### src/rtl/tlc_pkg.sv
// Shared definitions for the intersection controller: state encodings,
// state_o width and the approach one-hot decode helper.
package tlc_pkg;

    localparam int STATE_W = 3;
    localparam int MAX_DIR = 8;

    typedef logic [STATE_W-1:0] tlc_state_t;

    localparam tlc_state_t ST_ALL_RED    = 3'd0;
    localparam tlc_state_t ST_RED_YELLOW = 3'd1;
    localparam tlc_state_t ST_GREEN      = 3'd2;
    localparam tlc_state_t ST_YELLOW     = 3'd3;
    localparam tlc_state_t ST_EMERGENCY  = 3'd4;

    // One-hot decode of an approach index; callers slice to NUM_DIR bits.
    function automatic logic [MAX_DIR-1:0] dir_onehot(input logic [2:0] dir);
        logic [MAX_DIR-1:0] oh;
        oh      = '0;
        oh[dir] = 1'b1;
        return oh;
    endfunction

endpackage

### src/rtl/rr_next_dir.sv
// Combinational round-robin search: first requesting approach strictly after
// active_dir, wrapping modulo NUM_DIR (active_dir itself is checked last).
module rr_next_dir #(
    parameter int NUM_DIR = 2,
    parameter int DW      = 1
) (
    input  logic [NUM_DIR-1:0] req,
    input  logic [DW-1:0]      active_dir,
    output logic [DW-1:0]      next_dir,
    output logic               any_req
);

    logic [NUM_DIR-1:0] rot;
    int                 sh;
    int                 pick;

    // Rotate req so bit 0 is the approach after active_dir, then take the lowest set bit.
    always_comb begin
        sh   = int'(active_dir) + 1;
        rot  = NUM_DIR'({req, req} >> sh);
        pick = 0;
        for (int k = NUM_DIR - 1; k >= 0; k--) begin
            if (rot[k]) pick = k;
        end
        pick = int'(active_dir) + 1 + pick;
        if (pick >= NUM_DIR) pick = pick - NUM_DIR;
        next_dir = DW'(pick);
        any_req  = |req;
    end

endmodule

### src/rtl/intersection_controller.sv
// Multi-approach traffic-light controller with demand latching, min/max green,
// round-robin approach selection and an emergency all-red mode.
// Optional: define TLC_FLASH_EN to flash all yellows in EMERGENCY instead of
// holding steady all red.
module intersection_controller
    import tlc_pkg::*;
#(
    parameter int NUM_DIR     = 2,
    parameter int TW          = 8,
    parameter int CLEAR_TIME  = 4,
    parameter int RY_TIME     = 5,
    parameter int GREEN_MIN   = 10,
    parameter int GREEN_MAX   = 30,
    parameter int YELLOW_TIME = 10,
    parameter int FLASH_HALF  = 8,
    localparam int DW         = (NUM_DIR > 1) ? $clog2(NUM_DIR) : 1
) (
    input  logic               clk,
    input  logic               reset,
    input  logic [NUM_DIR-1:0] sensor,
    input  logic               emergency,
    output logic [NUM_DIR-1:0] red,
    output logic [NUM_DIR-1:0] yellow,
    output logic [NUM_DIR-1:0] green,
    output logic [DW-1:0]      active_dir,
    output logic [STATE_W-1:0] state_o
);

    localparam logic [TW-1:0] SAT       = '1;
    localparam logic [TW-1:0] CLR_LAST  = TW'(CLEAR_TIME - 1);
    localparam logic [TW-1:0] RY_LAST   = TW'(RY_TIME - 1);
    localparam logic [TW-1:0] GMIN_LAST = TW'(GREEN_MIN - 1);
    localparam logic [TW-1:0] GMAX_LAST = TW'(GREEN_MAX - 1);
    localparam logic [TW-1:0] Y_LAST    = TW'(YELLOW_TIME - 1);

    tlc_state_t         state_q, state_d;
    logic [TW-1:0]      elapsed_q, elapsed_d;
    logic [NUM_DIR-1:0] req_q, req_d;
    logic [DW-1:0]      active_dir_q, active_dir_d;
    logic [MAX_DIR-1:0] oh_full;
    logic [NUM_DIR-1:0] oh;
    logic [DW-1:0]      next_dir;
    logic               any_req;
    logic               competing;
    logic               active_sensor;
    logic               enter_green;

    assign oh_full       = dir_onehot(3'(active_dir_q));
    assign oh            = oh_full[NUM_DIR-1:0];
    assign competing     = |(req_q & ~oh);
    assign active_sensor = |(sensor & oh);
    assign enter_green   = (state_d == ST_GREEN) && (state_q != ST_GREEN);

    rr_next_dir #(.NUM_DIR(NUM_DIR), .DW(DW)) u_rr (
        .req        (req_q),
        .active_dir (active_dir_q),
        .next_dir   (next_dir),
        .any_req    (any_req)
    );

    // Next-state and approach selection; emergency is checked first everywhere.
    always_comb begin
        state_d      = state_q;
        active_dir_d = active_dir_q;
        case (state_q)
            ST_ALL_RED: begin
                if (emergency) begin
                    state_d = ST_EMERGENCY;
                end else if (elapsed_q >= CLR_LAST && any_req) begin
                    state_d      = ST_RED_YELLOW;
                    active_dir_d = next_dir;
                end
            end
            ST_RED_YELLOW: begin
                if (emergency)                 state_d = ST_YELLOW;
                else if (elapsed_q == RY_LAST) state_d = ST_GREEN;
            end
            ST_GREEN: begin
                if (emergency)
                    state_d = ST_YELLOW;
                else if (competing && ((elapsed_q >= GMIN_LAST && !active_sensor) ||
                                       elapsed_q == GMAX_LAST))
                    state_d = ST_YELLOW;
            end
            ST_YELLOW: begin
                if (elapsed_q == Y_LAST) state_d = emergency ? ST_EMERGENCY : ST_ALL_RED;
            end
            ST_EMERGENCY: begin
                if (!emergency) state_d = ST_ALL_RED;
            end
            default: state_d = ST_ALL_RED;
        endcase
    end

    // Cycle timer: clears on any state change; green holds at GREEN_MAX-1.
    always_comb begin
        if (state_d != state_q)
            elapsed_d = '0;
        else if (state_q == ST_GREEN)
            elapsed_d = (elapsed_q >= GMAX_LAST) ? GMAX_LAST : elapsed_q + 1'b1;
        else
            elapsed_d = (elapsed_q == SAT) ? SAT : elapsed_q + 1'b1;
    end

    // Demand latch; the grant clear wins over a same-cycle sensor set.
    always_comb begin
        req_d = req_q | sensor;
        if (enter_green) req_d = req_d & ~oh;
    end

    // Core state registers.
    always_ff @(posedge clk) begin
        if (reset) begin
            state_q      <= ST_ALL_RED;
            elapsed_q    <= '0;
            req_q        <= '0;
            active_dir_q <= DW'(NUM_DIR - 1);
        end else begin
            state_q      <= state_d;
            elapsed_q    <= elapsed_d;
            req_q        <= req_d;
            active_dir_q <= active_dir_d;
        end
    end

`ifdef TLC_FLASH_EN
    localparam int FW = (FLASH_HALF > 1) ? $clog2(FLASH_HALF) : 1;
    localparam logic [FW-1:0] FL_LAST = FW'(FLASH_HALF - 1);

    logic [FW-1:0] flash_cnt_q;
    logic          flash_on_q;

    // Flash phase counter: restarts lit on entry, toggles every FLASH_HALF cycles.
    always_ff @(posedge clk) begin
        if (reset) begin
            flash_cnt_q <= '0;
            flash_on_q  <= 1'b0;
        end else if (state_d == ST_EMERGENCY && state_q != ST_EMERGENCY) begin
            flash_cnt_q <= '0;
            flash_on_q  <= 1'b1;
        end else if (state_q == ST_EMERGENCY) begin
            if (flash_cnt_q == FL_LAST) begin
                flash_cnt_q <= '0;
                flash_on_q  <= ~flash_on_q;
            end else begin
                flash_cnt_q <= flash_cnt_q + 1'b1;
            end
        end
    end
`endif

    // Moore lamp decode from registered state and active approach.
    always_comb begin
        red    = '1;
        yellow = '0;
        green  = '0;
        case (state_q)
            ST_RED_YELLOW: yellow = oh;
            ST_GREEN: begin
                red   = ~oh;
                green = oh;
            end
            ST_YELLOW: begin
                red    = ~oh;
                yellow = oh;
            end
`ifdef TLC_FLASH_EN
            ST_EMERGENCY: begin
                red    = '0;
                yellow = {NUM_DIR{flash_on_q}};
            end
`endif
            default: ;
        endcase
    end

    assign active_dir = active_dir_q;
    assign state_o    = state_q;

endmodule
### config.mk
export PLATFORM = sky130hd
export DESIGN_NAME = intersection_controller
export DESIGN_NICKNAME = d
export VERILOG_FILES = /design/src/rtl/tlc_pkg.sv /design/src/rtl/rr_next_dir.sv /design/src/rtl/intersection_controller.sv
export SDC_FILE = /design/constraint.sdc
export NUM_CORES = 1
export LEC_CHECK = 0
export CAP_MARGIN = 40
export CELL_PAD_IN_SITES_DETAIL_PLACEMENT = 0
export CELL_PAD_IN_SITES_GLOBAL_PLACEMENT = 1
export CORE_MARGIN = 1
export CORE_UTILIZATION = 35
export CTS_CLUSTER_DIAMETER = 150
export DETAILED_ROUTE_END_ITERATION = 16
export GPL_ROUTABILITY_DRIVEN = 0
export PLACE_DENSITY_LB_ADDON = 0.12
export REMOVE_ABC_BUFFERS = 1
export SLEW_MARGIN = 20
export SYNTH_ARGS = -nofsm -noshare
export SYNTH_HDL_FRONTEND = slang
export SYNTH_SLANG_ARGS = --single-unit
export TNS_END_PERCENT = 30
### constraint.sdc
create_clock -name clk -period 1.88 [get_ports clk]
set_clock_uncertainty 0.05 [all_clocks]
set_input_delay 0.188 -clock clk [delete_from_list [all_inputs] [get_ports clk]]
set_output_delay 0.188 -clock clk [all_outputs]
set_load 0.05 [all_outputs]
==> results.txt <==
vias per inst = 5.23
Max Slew Vio Count = 0
Hold Crit Class = input pin to flip-flop
die span in x = 54.4 um
Routed WL = 2.66 mm
CP Capture Type = flip-flop
initial drt markers = 9
top cell type's share of synthesized area = 0.292
#FFs+latches synth = 14
Final Net Count = 172
RSZ-0062 raised after global routing = yes
status = finished with violations
pin count of the biggest net entering global routing = 10
P_leak = 0.632 nW
detailed placement HPWL = 2.07 mm
asr flop ratio synth = 0
Slew HR = 0.640
CTS max path bufs = 2
H-tree levels = 1
Worst Hold Launch = sensor[1]
reg-to-reg endpoint = elapsed_q[7]$_SDFF_PP0_
clock sinks = 14
crit path launch = elapsed_q[6]$_SDFF_PP0_
EDFF count, synth = 0
Detail Route Antenna Nets = 0
Core Footprint = 2540 um2
post-DR wirelength/cell = 13.9 um
sequential area share after synthesis = 0.292
total gr overflow = 0
total number of vias = 1005
max cap viols = 0
CTS Hold Bufs = 0
initial antenna violation count = 0
clk_lat worst skew = 0.28 ns
area grow syn2layout = 50.7%
Die H = 54.4 um
required time at the worst-slack endpoint = 2.04 ns
Filler Cells Inserted = 256
Mapped Avg Cell Area = 8.07 um2
Layout Utilization = 0.569
Final Hold Viols = 0
crit path DAT = 2.10 ns
Post-synth top flop = dfxtp_1
Syn Inst Count = 119
hold-critical path depth = 3
Max FO, Critical Path = 8
layout cells sized above 1 = 0.333
yosys warns = 0
multi-input combinational cell area = 663 um2
top post-synthesis cells by area = dfxtp_1 (29%), nor2_1 (6.3%), ha_1 (5.2%)
Root Driver = clkbuf_4
count leader, synth = nor2_1
worst-margin pin slew = 0.539 ns
post-route cell area = 1450 um2
first-pass GRT wire length = 4.41 mm
Placed Area = 1370 um2
GR Util All Layers = 0.208
drt drc = 0
Hold Path End = req_q[1]$_SDFF_PP0_
Syn Std Cell Area = 961 um2
sequential cell area = 282 um2
post-route clock period utilization = 1.03
Worst VDD drop = 0.409 mV
Worst setup SP type = flip-flop
worst reg2reg startpoint = elapsed_q[6]$_SDFF_PP0_
Final WS setup = -0.0561 ns
kind of critical path = flip-flop to flip-flop
Worst R2R Path Depth = 5
Port Buf Inserts = 14
top post-synthesis cells by count = nor2_1 (16), dfxtp_1 (14), inv_1 (9)
TritonCTS clock tree = yes
Fmax achieved = 516 MHz
first-pass detailed-route iteration total = 4
clock period minus worst slack = 1.94 ns
cell row count = 18
CTS buffer count = 3
DIE AREA = 2960 um2
Clock transition at path regs = 0.10 ns
Setup Fix Bufs, Post-CTS = 0
power density over the cells = 436 nW/um2
I/O pin count = 15
Initial Util = 0.378
vias in the first global route = 953
violated checks = negative setup slack
final setup fails = 9
worst reg-to-reg setup slack = -0.06 ns
diode count = 0
Synth cell types = 43
Yosys top cell by area = dfxtp_1
==> registers in the layout, indices dropped and copies added (netlist names) <==
| register | flops |
|---|---|
| active_dir | 1 |
| elapsed_q | 8 |
| req_q | 2 |
| state_o | 3 |
==> layer usage <==
layer | vias to the layer above | part of all wire | track usage
met5 | - | 0 | 0
met4 | 0 | 0.0038 | 0.0556
met3 | 2 | 0.022 | 0.0250
met2 | 14 | 0.47 | 0.331
met1 | 463 | 0.50 | 0.292
li1 | 526 | - | -
==> repair_timing <==
action | in CTS | in global routing
resized for setup | 4 | 5
pin swaps | 9 | 2
hold endpoints to repair | 0 | 0
cloned | 0 | 0
setup endpoints to repair | 10 | 13
==> through the flow <==
step	power, mW	setup WS (ns)	std cells	hold slack (ns)	setup TNS, ns
after CTS	0.637	-0.0597	192	0.464	-0.368
final	0.632	-0.0561	192	0.468	-0.350
after global placement	0.409	-0.270	188	0.488	-1.97
after floorplan	0.363	-0.197	114	0.207	-1.97
after global routing	0.661	-0.132	192	0.479	-0.950
after detailed placement	0.409	-0.272	188	0.489	-2.07
==> kinds of logic after synthesis <==
group           count (synthesis)  synth area share
simple gates                   50             0.271
compound gates                 29             0.251
buf+inv                        14            0.0560
flops                          14             0.292
xor+xnor                        5            0.0456
fa+ha+maj                       4            0.0521
mux                             3            0.0326
==> cell usage in the layout (no fill, tap or decap), types with 2 or more instances in the layout <==
cell type	n
nor2_1	16
nand2_1	6
nor4_1	2
xor2_1	2
a41oi_1	2
or4_4	2
ha_1	4
a211oi_1	3
mux2i_1	2
o21ai_1	2
nor3_1	3
a21oi_1	2
inv_1	9
nand2b_1	2
a31oi_1	2
buf_12	4
clkbuf_4	3
nand3_1	7
and3_1	3
o21ai_0	4
o211ai_1	2
buf_4	35
clkdlybuf4s50_1	4
xnor2_1	3
nor3b_1	2
dfxtp_1	13
==> cell type report <==
class	instances	area share
Clock buffer	4	0.0251
Inverter	9	0.0233
Multi-Input combinational cell	91	0.458
Sequential cell	14	0.194
Tap cell	30	0.0259
Timing Repair Buffer	44	0.273
==> how the worst max path moves through the flow <==
stage	to	slack [ns]	cells past startpoint
2_1_floorplan	green[0]	-0.20	3
3_3_place_gp	elapsed_q[1]$_SDFF_PP0_	-0.27	6
3_5_place_dp	elapsed_q[1]$_SDFF_PP0_	-0.27	6
4_1_cts	active_dir$_SDFFE_PP1P_	-0.06	5
5_1_grt	active_dir$_SDFFE_PP1P_	-0.13	5
6_report	elapsed_q[7]$_SDFF_PP0_	-0.06	5
==> power by group <==
group,internal [mW],switching [mW]
clock,0.118,0.107
sequential,0.305,0.00943
combinational,0.0460,0.0476
total,0.468,0.164
==> critical path, cell delays in order, from the launching register on <==
cell      delay, ns
dfxtp_1        0.32
or4_4          0.57
or4_4          0.46
o211ai_2       0.11
a41oi_4        0.22
nor2_1         0.14
(Power assumes the default switching activity.)
